### src/rtl/leaf_pkg.sv
// Shared definitions for the leaf/BFT multi-channel arbiter slice.
// Latency: n/a (types and constants only).
// Backpressure: n/a.
// Contents: default packet width, valid/dest field positions, egress FSM states.
package leaf_pkg;

  localparam int PKT_W   = 49;
  localparam int VLD_BIT = PKT_W - 1;
  localparam int DEST_HI = PKT_W - 2;
  localparam int DEST_W  = 4;

  typedef enum logic [1:0] {
    ST_IDLE = 2'd0,
    ST_RUN  = 2'd1,
    ST_HOLD = 2'd2
  } arb_state_t;

endpackage

### src/rtl/leaf_multi_arb_if.sv
// Bundle of BFT-side and leaf-side packet buses around leaf_multi_arb.
// Latency: n/a (wires only).
// Backpressure: resend from the BFT side holds the egress packet.
// master: drives BFT ingress, resend, ap_start and leaf egress; slave: the arbiter.
interface leaf_multi_arb_if #(
  parameter int NUM_LEAF = 2,
  parameter int PKT_W    = leaf_pkg::PKT_W
);
  logic [PKT_W-1:0]          din_leaf_bft2interface;
  logic [PKT_W-1:0]          dout_leaf_interface2bft;
  logic                      resend;
  logic                      ap_start;
  logic [NUM_LEAF*PKT_W-1:0] din_leaf_interface2bft;
  logic [NUM_LEAF*PKT_W-1:0] dout_leaf_bft2interface;
  logic [NUM_LEAF-1:0]       leaf_ap_start;
  logic [NUM_LEAF-1:0]       overflow;
  logic [15:0]               drop_cnt;

  modport master (
    output din_leaf_bft2interface, resend, ap_start, din_leaf_interface2bft,
    input  dout_leaf_interface2bft, dout_leaf_bft2interface, leaf_ap_start,
           overflow, drop_cnt
  );

  modport slave (
    input  din_leaf_bft2interface, resend, ap_start, din_leaf_interface2bft,
    output dout_leaf_interface2bft, dout_leaf_bft2interface, leaf_ap_start,
           overflow, drop_cnt
  );
endinterface

### src/rtl/leaf_pkt_fifo.sv
// Per-leaf egress packet FIFO with first-word-fall-through head.
// Latency: a push is visible at head_dat/empty one cycle later.
// Backpressure: none upstream; a push while full (and not popped) is dropped and flagged on drop.
// Ports: clk/reset, push/push_dat in, pop in, head_dat/empty/full/drop out.
module leaf_pkt_fifo #(
  parameter int PKT_W = 49,
  parameter int DEPTH = 4
) (
  input  logic             clk,
  input  logic             reset,
  input  logic             push,
  input  logic [PKT_W-1:0] push_dat,
  input  logic             pop,
  output logic [PKT_W-1:0] head_dat,
  output logic             empty,
  output logic             full,
  output logic             drop
);
  localparam int AW = (DEPTH > 1) ? $clog2(DEPTH) : 1;

  logic [PKT_W-1:0] mem [DEPTH];
  logic [AW-1:0]    wr_ptr;
  logic [AW-1:0]    rd_ptr;
  logic [AW:0]      count;
  logic             do_push;
  logic             do_pop;

  assign empty    = (count == '0);
  assign full     = (count == (AW+1)'(DEPTH));
  assign do_pop   = pop && !empty;
  // A slot freed by a same-cycle pop lets a push into a full FIFO land.
  assign do_push  = push && (!full || do_pop);
  assign drop     = push && full && !do_pop;
  assign head_dat = mem[rd_ptr];

  always_ff @(posedge clk or posedge reset) begin
    if (reset) begin
      wr_ptr <= '0;
      rd_ptr <= '0;
      count  <= '0;
    end else begin
      if (do_push) wr_ptr <= wr_ptr + 1'b1;
      if (do_pop)  rd_ptr <= rd_ptr + 1'b1;
      case ({do_push, do_pop})
        2'b10:   count <= count + 1'b1;
        2'b01:   count <= count - 1'b1;
        default: count <= count;
      endcase
    end
  end

  // Storage needs no reset: contents are only read when count says valid.
  always_ff @(posedge clk) begin
    if (do_push) mem[wr_ptr] <= push_dat;
  end
endmodule

### src/rtl/leaf_multi_arb.sv
// Shares one BFT link among NUM_LEAF leaves: routes ingress by dest, round-robins egress.
// Latency: ingress 1 cycle; egress >= 2 cycles from leaf push to dout.
// Backpressure: resend with a valid dout holds it (HOLD) with no pop; leaves see only overflow.
// Ports: clk, reset (async, active-high), bus (slave modport of leaf_multi_arb_if).
module leaf_multi_arb
  import leaf_pkg::*;
#(
  parameter int NUM_LEAF   = 2,
  parameter int PKT_W      = leaf_pkg::PKT_W,
  parameter int FIFO_DEPTH = 4
) (
  input  logic              clk,
  input  logic              reset,
  leaf_multi_arb_if.slave   bus
);
  localparam int IDX_W = (NUM_LEAF > 1) ? $clog2(NUM_LEAF) : 1;

  // ---------------- ingress: BFT -> leaf ----------------
  logic                      in_vld;
  logic [DEST_W-1:0]         in_dest;
  logic [NUM_LEAF*PKT_W-1:0] ingress_q;
  logic [15:0]               drop_cnt_q;
  logic [NUM_LEAF-1:0]       leaf_ap_start_q;

  assign in_vld  = bus.din_leaf_bft2interface[PKT_W-1];
  assign in_dest = bus.din_leaf_bft2interface[PKT_W-2 -: DEST_W];

  always_ff @(posedge clk or posedge reset) begin
    if (reset) begin
      ingress_q       <= '0;
      drop_cnt_q      <= '0;
      leaf_ap_start_q <= '0;
    end else begin
      ingress_q <= '0;
      for (int i = 0; i < NUM_LEAF; i++) begin
        if (in_vld && in_dest == DEST_W'(i))
          ingress_q[i*PKT_W +: PKT_W] <= bus.din_leaf_bft2interface;
      end
      if (in_vld && ({1'b0, in_dest} >= (DEST_W+1)'(NUM_LEAF)) && drop_cnt_q != 16'hFFFF)
        drop_cnt_q <= drop_cnt_q + 16'd1;
      leaf_ap_start_q <= {NUM_LEAF{bus.ap_start}};
    end
  end

  // ---------------- egress FIFOs ----------------
  logic [NUM_LEAF-1:0] push, pop, empty, full, drop;
  logic [PKT_W-1:0]    head [NUM_LEAF];
  logic [NUM_LEAF-1:0] overflow_q;

  for (genvar g = 0; g < NUM_LEAF; g++) begin : g_leaf
    assign push[g] = bus.din_leaf_interface2bft[g*PKT_W + PKT_W - 1];
    leaf_pkt_fifo #(.PKT_W(PKT_W), .DEPTH(FIFO_DEPTH)) u_fifo (
      .clk      (clk),
      .reset    (reset),
      .push     (push[g]),
      .push_dat (bus.din_leaf_interface2bft[g*PKT_W +: PKT_W]),
      .pop      (pop[g]),
      .head_dat (head[g]),
      .empty    (empty[g]),
      .full     (full[g]),
      .drop     (drop[g])
    );
  end

  always_ff @(posedge clk or posedge reset) begin
    if (reset) overflow_q <= '0;
    else       overflow_q <= overflow_q | drop;
  end

  // ---------------- round-robin arbiter ----------------
  arb_state_t            state;
  logic [PKT_W-1:0]      dout_q;
  logic [IDX_W-1:0]      ptr;
  logic                  stall;
  logic                  gnt_vld;
  logic [IDX_W-1:0]      gnt_idx;
  logic [2*NUM_LEAF-1:0] ne_rot;
  int                    gnt_off;
  int                    gnt_sum;

  // resend only matters when there is actually a packet on dout.
  assign stall = (state != ST_IDLE) && bus.resend && dout_q[PKT_W-1];

  always_comb begin
    // Doubled non-empty vector rotated so bit 0 is leaf ptr+1.
    ne_rot  = {~empty, ~empty} >> (int'(ptr) + 1);
    gnt_vld = 1'b0;
    gnt_off = 0;
    for (int j = NUM_LEAF - 1; j >= 0; j--) begin
      if (ne_rot[j]) begin
        gnt_vld = 1'b1;
        gnt_off = j;
      end
    end
    gnt_sum = int'(ptr) + 1 + gnt_off;
    if (gnt_sum >= NUM_LEAF) gnt_sum = gnt_sum - NUM_LEAF;
    gnt_idx = IDX_W'(gnt_sum);
    pop = '0;
    if (state != ST_IDLE && !stall && gnt_vld)
      pop = NUM_LEAF'(1) << gnt_idx;
  end

  always_ff @(posedge clk or posedge reset) begin
    if (reset) begin
      state  <= ST_IDLE;
      dout_q <= '0;
      ptr    <= '0;
    end else begin
      case (state)
        ST_IDLE: begin
          dout_q <= '0;
          if (bus.ap_start) state <= ST_RUN;
        end
        ST_RUN, ST_HOLD: begin
          if (stall) begin
            state <= ST_HOLD;
          end else begin
            state <= ST_RUN;
            if (gnt_vld) begin
              dout_q <= head[gnt_idx];
              ptr    <= gnt_idx;
            end else begin
              dout_q <= '0;
            end
          end
        end
        default: state <= ST_IDLE;
      endcase
    end
  end

  assign bus.dout_leaf_interface2bft = dout_q;
  assign bus.dout_leaf_bft2interface = ingress_q;
  assign bus.leaf_ap_start           = leaf_ap_start_q;
  assign bus.overflow                = overflow_q;
  assign bus.drop_cnt                = drop_cnt_q;
endmodule

### src/flat_wrapper.sv
// flat-port wrapper written by rule: the top's interface ports become plain ports
module leaf_multi_arb_flat import leaf_pkg::*;
#(
  parameter int NUM_LEAF   = 2,
  parameter int PKT_W      = leaf_pkg::PKT_W,
  parameter int FIFO_DEPTH = 4
)
  (clk, reset, bus_din_leaf_bft2interface, bus_resend, bus_ap_start, bus_din_leaf_interface2bft, bus_dout_leaf_interface2bft, bus_dout_leaf_bft2interface, bus_leaf_ap_start, bus_overflow, bus_drop_cnt);
  leaf_multi_arb_if #(.NUM_LEAF(NUM_LEAF), .PKT_W(PKT_W)) bus_i ();
  input  logic clk;
  input  logic reset;
  input wire logic [$bits(bus_i.din_leaf_bft2interface)-1:0] bus_din_leaf_bft2interface;
  input wire logic [$bits(bus_i.resend)-1:0] bus_resend;
  input wire logic [$bits(bus_i.ap_start)-1:0] bus_ap_start;
  input wire logic [$bits(bus_i.din_leaf_interface2bft)-1:0] bus_din_leaf_interface2bft;
  output wire logic [$bits(bus_i.dout_leaf_interface2bft)-1:0] bus_dout_leaf_interface2bft;
  output wire logic [$bits(bus_i.dout_leaf_bft2interface)-1:0] bus_dout_leaf_bft2interface;
  output wire logic [$bits(bus_i.leaf_ap_start)-1:0] bus_leaf_ap_start;
  output wire logic [$bits(bus_i.overflow)-1:0] bus_overflow;
  output wire logic [$bits(bus_i.drop_cnt)-1:0] bus_drop_cnt;
  assign bus_i.din_leaf_bft2interface = bus_din_leaf_bft2interface;
  assign bus_i.resend = bus_resend;
  assign bus_i.ap_start = bus_ap_start;
  assign bus_i.din_leaf_interface2bft = bus_din_leaf_interface2bft;
  assign bus_dout_leaf_interface2bft = bus_i.dout_leaf_interface2bft;
  assign bus_dout_leaf_bft2interface = bus_i.dout_leaf_bft2interface;
  assign bus_leaf_ap_start = bus_i.leaf_ap_start;
  assign bus_overflow = bus_i.overflow;
  assign bus_drop_cnt = bus_i.drop_cnt;
  leaf_multi_arb #(.NUM_LEAF(NUM_LEAF), .PKT_W(PKT_W), .FIFO_DEPTH(FIFO_DEPTH)) u_core (.clk(clk), .reset(reset), .bus(bus_i));
endmodule
### config.mk
export PLATFORM = sky130hd
export DESIGN_NAME = leaf_multi_arb_flat
export DESIGN_NICKNAME = d
export VERILOG_FILES = /design/src/rtl/leaf_pkg.sv /design/src/rtl/leaf_multi_arb_if.sv /design/src/rtl/leaf_pkt_fifo.sv /design/src/rtl/leaf_multi_arb.sv /design/src/flat_wrapper.sv
export SDC_FILE = /design/constraint.sdc
export NUM_CORES = 1
export LEC_CHECK = 0
export ABC_AREA = 0
export ABC_CLOCK_PERIOD_IN_PS = 7500
export BUFFER_PORTS_ARGS = -buffer_cell sky130_fd_sc_hd__buf_4
export CAP_MARGIN = 20
export CORE_UTILIZATION = 40
export CTS_CLUSTER_SIZE = 12
export DETAILED_ROUTE_END_ITERATION = 8
export HOLD_SLACK_MARGIN = 0.03
export PLACE_DENSITY_LB_ADDON = 0.1
export SLEW_MARGIN = 10
export SYNTH_ARGS = -nofsm -noshare
export SYNTH_HDL_FRONTEND = slang
export SYNTH_SLANG_ARGS = --single-unit
### constraint.sdc
create_clock -name clk -period 7.5 [get_ports clk]
set_input_delay 2.25 -clock clk [delete_from_list [all_inputs] [get_ports clk]]
set_output_delay 2.25 -clock clk [all_outputs]
set_load 0.02 [all_outputs]
==> flow_summary.toml, run 1 <==
[global_routing]
grt_pass1_vias = 11400
grt_usage = 0.179
grt_start_max_net_pins = 102
grt_first_pass_wirelength_um = 71200
overflow = 0
antenna_found_initial = 5

[cells_and_area]
syn2layout_area_growth_pct = 23.7
layout.nets = 1614
finalInstanceArea_um2 = 26300
drive_gt1_frac = 0.351
final_cells = 2188

[power_and_ir_drop]
clkPwrFrac = 0.283
p_sw_frac = 0.300
p_seq_frac = 0.452
power_frac_comb = 0.264
p_int_w = 0.00693
p_per_area_nw_per_um2 = 376
ir_worst_vdd_mv = 0.223
p_switching_w = 0.00297
power_leakage_nw = 10.4

[timing]
final.setup.tns_ns = 0
setup_ws_ns = 3.83
rsz0062_at_grt = "no"
slew-limit-headroom = 0.265
fin_crit_sh = 0.490
period_needed_ns = 3.67
skew_ns = 0.0150
hold_viol = 0
fmax_mhz = 272
worstMarginPinSlew_ns = 1.10
final_max_slew_viol_count = 0
setup_violations = 0

[logic_synthesis]
syn-instance-count = 1106
synth_seq_cells = 575
dominantRegCellSynth = "edfxtp_1"
synth_edf_count = 392
synth.avg_cell_area_um2 = 19.3
syn_area_um2 = 21300
synth_top_area_cell = "edfxtp_1"
yosysWarnings = 0
synth_area_leaders = "edfxtp_1 (55%), dfrtp_1 (21%), mux4_2 (10%), and2_1 (2.8%), mux2i_1 (2.3%)"
synth_top_cell_area_share = 0.553
async_reset_ff_frac = 0.318
ys_seq_area_frac = 0.768
yosys.cell_types.count = 47

[critical_path]
cp.required_ns = 7.73
cp_slowest_stage_delay_ns = 0.74
endpoint_kind = "register"
worstPathMaxFanout = 49
setup.worst_path.class = "input pin to register"
crit_slowest_cell = "and2_4"
cp.arrival_ns = 3.90
startpoint_type = "input pin"
path_cells = "buf_4 -> a21oi_1 -> o211a_1 -> o21a_1 -> and2_4"

[cts]
cts_resized = 0
root_buffer = "clkbuf_16"
cts_buffer_depth = 3
cts_htree_levels = 2
cts_setup_buffers = 0
hold_buffers = 0
cts_tree = "done"
clock_latency_ns = 0.61
clk_pin_slew_ns = 0.06
cts_inserted_buffers = 59
clkSinkCount = 575

[route]
via_per_inst = 4.94
drt-pass1-iter-count = 4
drc_errors = 0
drt-initial-drc-count = 565
detail_route.wl_per_cell_um = 21.8
wl_um = 47800
vias = 10800
ant_nets = 0

[status]
status = "finished clean"

[hold_path]
worstHoldPathType = "register to register"

[floorplan]
die_h_um = 233
die-area_um2 = 54200
rows = 84
start_util = 0.405
num_io_pins = 318
die_x_um = 233
core_area_um2 = 52600

[placement]
gp_congestion = 0.783
placedCellCount = 2074
portBuffers = 317
dpl_worst_slack_ns = 3.20
placed_area_um2 = 24500
hpwl_um = 28900

[run]
cap_violations = 0
## flip-flops by register name, indices dropped and copies added (netlist names)
name                                flops
u_core.bus.overflow                     2
u_core.state                            2
u_core.bus.leaf_ap_start                1
u_core.bus.drop_cnt                    16
u_core.g_leaf.u_fifo.rd_ptr             4
u_core.bus.dout_leaf_interface2bft     49
u_core.g_leaf.u_fifo.mem              392
u_core.ptr                              1
u_core.g_leaf.u_fifo.wr_ptr             4
u_core.bus.dout_leaf_bft2interface     98
u_core.g_leaf.u_fifo.count              6
## synthesized netlist by cell type (2+ instances only)
| library cell | count |
|---|---|
| ha_1 | 13 |
| edfxtp_1 | 392 |
| dfrtp_1 | 183 |
| nor3_2 | 2 |
| nand4_1 | 4 |
| or3_1 | 2 |
| clkbuf_1 | 32 |
| o21ai_1 | 10 |
| mux4_2 | 98 |
| o21bai_1 | 2 |
| o21ai_0 | 41 |
| a211oi_1 | 2 |
| mux2_2 | 4 |
| xnor2_1 | 7 |
| nand3_1 | 8 |
| a21oi_1 | 6 |
| mux2i_1 | 50 |
| nand2_1 | 62 |
| and2_1 | 97 |
| fa_1 | 2 |
| inv_1 | 12 |
| buf_6 | 2 |
| buf_2 | 14 |
| and4_1 | 2 |
| nor3_1 | 6 |
| o21a_1 | 2 |
| a21o_1 | 2 |
| nor4_1 | 2 |
| and3_1 | 4 |
| xor2_1 | 18 |
| nor2_1 | 9 |
## final timing paths
path | cells after the start | slack [ns] | end | start
worst max-delay path | 5 | 3.83 | u_core.g_leaf[0].u_fifo.mem[1][24] | bus_resend
worst min-delay path | 1 | 0.48 | u_core.bus.overflow[0] | u_core.bus.overflow[0]
worst max register to register | 8 | 4.75 | u_core.g_leaf[1].u_fifo.count[2] | u_core.g_leaf[0].u_fifo.count[1]
worst min register to register | 1 | 0.48 | u_core.bus.overflow[0] | u_core.bus.overflow[0]
max in group asynchronous | 3 | 4.47 | u_core.bus.dout_leaf_interface2bft[19] | reset
min in group asynchronous | 2 | 1.76 | u_core.bus.drop_cnt[12] | reset
## final cells by class
class / count / area (um^2)
Clock inverter: 15 / 135
Tap cell: 688 / 861
Multi-Input combinational cell: 474 / 4740
Fill cell: 4409 / 26200
Sequential cell: 575 / 16400
Timing Repair Buffer: 326 / 2470
Antenna cell: 2 / 5.00
Inverter: 12 / 52.6
Clock buffer: 96 / 1730
## metal layers
| layer | GRT usage | vias to the layer above | routed length [um] | share of wire |
|---|---|---|---|---|
| li1 | - | 4893 | - | - |
| met2 | 0.305 | 321 | 24000 | 0.50 |
| met1 | 0.231 | 5520 | 19800 | 0.41 |
| met4 | 0.0527 | 6 | 1030 | 0.021 |
| met5 | 0 | - | 27 | 0.00056 |
| met3 | 0.0381 | 77 | 2960 | 0.062 |
## power by group through the flow
stage | Clock (W) | Sequential, W | Combinational [W]
after global routing | 0.00301 | 0.00456 | 0.00286
after global placement | 0 | 0.00454 | 0.00265
after CTS | 0.00288 | 0.00450 | 0.00268
after floorplan | 0 | 0.00447 | 0.00176
final | 0.00281 | 0.00448 | 0.00262
after detailed placement | 0 | 0.00456 | 0.00268
## stage by stage
stage               hold slack [ns]  utilization  total power, W
finish                        0.476        0.501         0.00990
detailed placement            0.463        0.465         0.00724
global route                  0.496        0.501          0.0104
CTS                           0.480        0.501          0.0101
global placement              0.447        0.465         0.00719
floorplan                     0.455            -         0.00624
## cells in the final DEF, fill, tap and decap left out, drive strengths merged, types with 18 or more instances in the layout
master	instances
buf	326
mux2i	50
xor2	18
and2	97
clkbuf	96
nand2	62
edfxtp	392
o21ai	51
mux4	98
dfrtp	183
## critical path: cells and delay by family
kind | cells | cell delay, ns
AOI/OAI and AO/OA | 3 | 0.73
buffers and inverters | 1 | 0.12
and+or+nand+nor | 1 | 0.74
## cell families after synthesis
logic type | Yosys count | synth area share
DFF | 575 | 0.768
muxes | 152 | 0.129
AOI/OAI and AO/OA | 72 | 0.0189
and+or+nand+nor | 202 | 0.0509
adders and majority gates | 16 | 0.0100
buffers and inverters | 63 | 0.0129
other | 1 | 0.000176
xor gates and xnor gates | 25 | 0.0103
(Power assumes the default switching activity.)
==> inputs of run 2 (changes only) <==
Settings changed: ABC_AREA 0 to 1, ABC_CLOCK_PERIOD_IN_PS 7500 to 2950.
Clock period 7.5 ns to 2.95 ns, I/O delays scaled along.
==> run 2 against run 1 <==
  * Routed wire length up 16%
  * Global-route usage up 1.5 points
  * Final area up 5.0%
  * Critical path type is now register to register
  * Critical endpoint is now u_core.g_leaf[1].u_fifo.count[2]
==> flow_summary.toml, run 2 <==
[status]
status = "finished clean"

[critical_path]
setup.worst_path.class = "register to register"
cp.required_ns = 3.45
worstPathMaxFanout = 4
worst-path-stages = 13
reg2reg_depth = 13
cp.arrival_ns = 2.95
cp_slowest_stage_delay_ns = 0.37
critPathBufInv = 2
r2r-start = "u_core.state[0]"
critPathLaunch = "u_core.state[0]"
path_cells = "inv_1 -> ha_1 -> nor2_2 -> nor2_1 -> nand3_1 -> nand4_1 -> nand2_2 -> ha_1 -> inv_1 -> fa_1 -> a21oi_1 -> o21ai_0 -> xor2_1"
crit_slowest_cell = "fa_1"
crit_family = "adder cells"
startpoint_type = "register"
endpoint_kind = "register"

[power_and_ir_drop]
p_switching_w = 0.0101
p_sw_frac = 0.366
power_frac_comb = 0.339
p_int_w = 0.0175
power_leakage_nw = 11.8
total_power_w = 0.0275
clkPwrFrac = 0.256
p_per_area_nw_per_um2 = 995
ir_worst_vdd_mv = 0.545
p_seq_frac = 0.406

[cells_and_area]
final_common_cell = "nand2_1"
syn2layout_area_growth_pct = 23.8
fin_util = 0.501
seqCellArea_um2 = 16400
diodes = 0
regMostFlops = "u_core.g_leaf.u_fifo.mem"
final_cells = 3055
mostFrequentLayoutCells = "nand2_1 (546), edfxtp_1 (392), buf_4 (346), nor2_1 (214), dfrtp_1 (179)"
drive_gt1_frac = 0.211
multi_input_area_um2 = 5230
layout.nets = 2426
fill_cells = 4949
largest_reg_flops = 392

[placement]
gp_congestion = 0.787
hpwl_um = 35900
placedCellCount = 2947
portBuffers = 317

[logic_synthesis]
ys_seq_area_frac = 0.731
syn-instance-count = 1924
yosys.cell_types.count = 37
yosysWarnings = 0
synth_seq_cells = 575
synth_area_leaders = "edfxtp_1 (53%), dfrtp_1 (20%), nand2_1 (9.2%), nand3_1 (3.9%), nor2_1 (3.7%)"
dominantRegCellSynth = "edfxtp_1"
async_reset_ff_frac = 0.318
synthTopCellsByCount = "nand2_1 (548), edfxtp_1 (392), nor2_1 (222), dfrtp_1 (183), nand3_1 (172)"
synth.avg_cell_area_um2 = 11.6
syn_area_um2 = 22400
synth_top_area_cell = "edfxtp_1"
synth_most_common_cell = "nand2_1"
synth_edf_count = 392
synth_top_cell_area_share = 0.527

[cts]
cts_resized = 0
clkSinkCount = 575
clk_pin_slew_ns = 0.06
root_buffer = "clkbuf_16"
cts_tree = "done"
cts_htree_levels = 2
cts_inserted_buffers = 59
hold_buffers = 0
cts_buffer_depth = 3
cts_setup_buffers = 0
clock_latency_ns = 0.63

[hold_path]
hold_path.startpoint = "bus_ap_start"
worstHoldPathType = "input pin to register"
min_delay_path_depth = 1

[timing]
holdWs_ns = 0.377
slew-limit-headroom = 0.459
setup_violations = 0
fin_crit_sh = 0.831
period_needed_ns = 2.45
worstMarginPinSlew_ns = 0.811
rsz0062_at_grt = "no"
skew_ns = 0.0311
final_max_slew_viol_count = 0
fmax_mhz = 408
hold_viol = 0

[floorplan]
start_util = 0.405
die_x_um = 238
rows = 86
die-area_um2 = 56800
num_io_pins = 318
core_area_um2 = 55200
die_h_um = 238

[global_routing]
antenna_found_initial = 5
grt_pass1_vias = 14100
grt_start_max_net_pins = 101
grt_first_pass_wirelength_um = 83400
grt_usage = 0.194
overflow = 0

[run]
cap_violations = 0

[route]
drc_errors = 0
wl_um = 55400
drt-pass1-iter-count = 5
drt-initial-drc-count = 920
vias = 14500
detail_route.wl_per_cell_um = 18.1
via_per_inst = 4.76
ant_nets = 0
==> run 2: kinds of logic after synthesis <==
kind of cell	Yosys count	synth area share
other cells	1	0.000168
compound gates	154	0.0358
fa+ha+maj	15	0.00907
flops	575	0.731
mux	1	0.000504
xor+xnor	17	0.00666
simple gates	970	0.178
buf+inv	191	0.0387
==> run 2: through the flow <==
step	cell area, um^2	setup WS [ns]	TNS [ns]
global route	27700	0.295	0
floorplan	22400	-0.298	-167.00
finish	27700	0.499	0
detailed placement	25800	0.123	0
global placement	25800	0.130	0
CTS	27700	0.499	0
==> run 2: worst reg2reg max path, stage by stage, from the launching register on <==
cell and delay (ns):
dfrtp_1 0.35, inv_1 0.07, ha_1 0.24, nor2_2 0.18
nor2_1 0.08, nand3_1 0.14, nand4_1 0.16, nand2_2 0.11
ha_1 0.15, inv_1 0.06, fa_1 0.38, a21oi_1 0.15
o21ai_0 0.11, xor2_1 0.16
==> run 2: power by group through the flow <==
stage,combinational [W],clock (W),sequential [W]
2_1_floorplan,0.00565,0,0.0115
3_3_place_gp,0.00934,0,0.0113
3_5_place_dp,0.00945,0,0.0113
4_1_cts,0.00947,0.00725,0.0112
5_1_grt,0.0104,0.00754,0.0113
6_report,0.00932,0.00705,0.0112
==> run 2: layer usage <==
| layer | vias to the layer above | GRT usage | share of wire |
|---|---|---|---|
| met5 | - | 0 | 0.0012 |
| met4 | 10 | 0.0521 | 0.019 |
| met3 | 80 | 0.0404 | 0.066 |
| met2 | 433 | 0.313 | 0.47 |
| met1 | 6925 | 0.266 | 0.45 |
| li1 | 7084 | - | - |
==> run 2: final timing paths <==
| check | endpoint | slack [ns] |
|---|---|---|
| worst max-delay path | u_core.g_leaf[1].u_fifo.count[2] | 0.50 |
| worst min-delay path | u_core.bus.leaf_ap_start[0] | 0.38 |
| worst max register to register | u_core.g_leaf[1].u_fifo.count[2] | 0.50 |
| worst min register to register | u_core.bus.dout_leaf_interface2bft[0] | 0.49 |
| max in group asynchronous | u_core.bus.dout_leaf_bft2interface[75] | 1.81 |
| min in group asynchronous | u_core.bus.dout_leaf_interface2bft[38] | 0.39 |
==> run 2: area by class of cell <==
| cell class | instances | share of cell area |
|---|---|---|
| multi-input combinational | 1164 | 0.189 |
| clock buffer | 92 | 0.0608 |
| inverter | 96 | 0.0132 |
| timing repair buffer | 364 | 0.107 |
| clock inverter | 16 | 0.00502 |
| tap | 748 | 0.0338 |
| sequential | 575 | 0.591 |
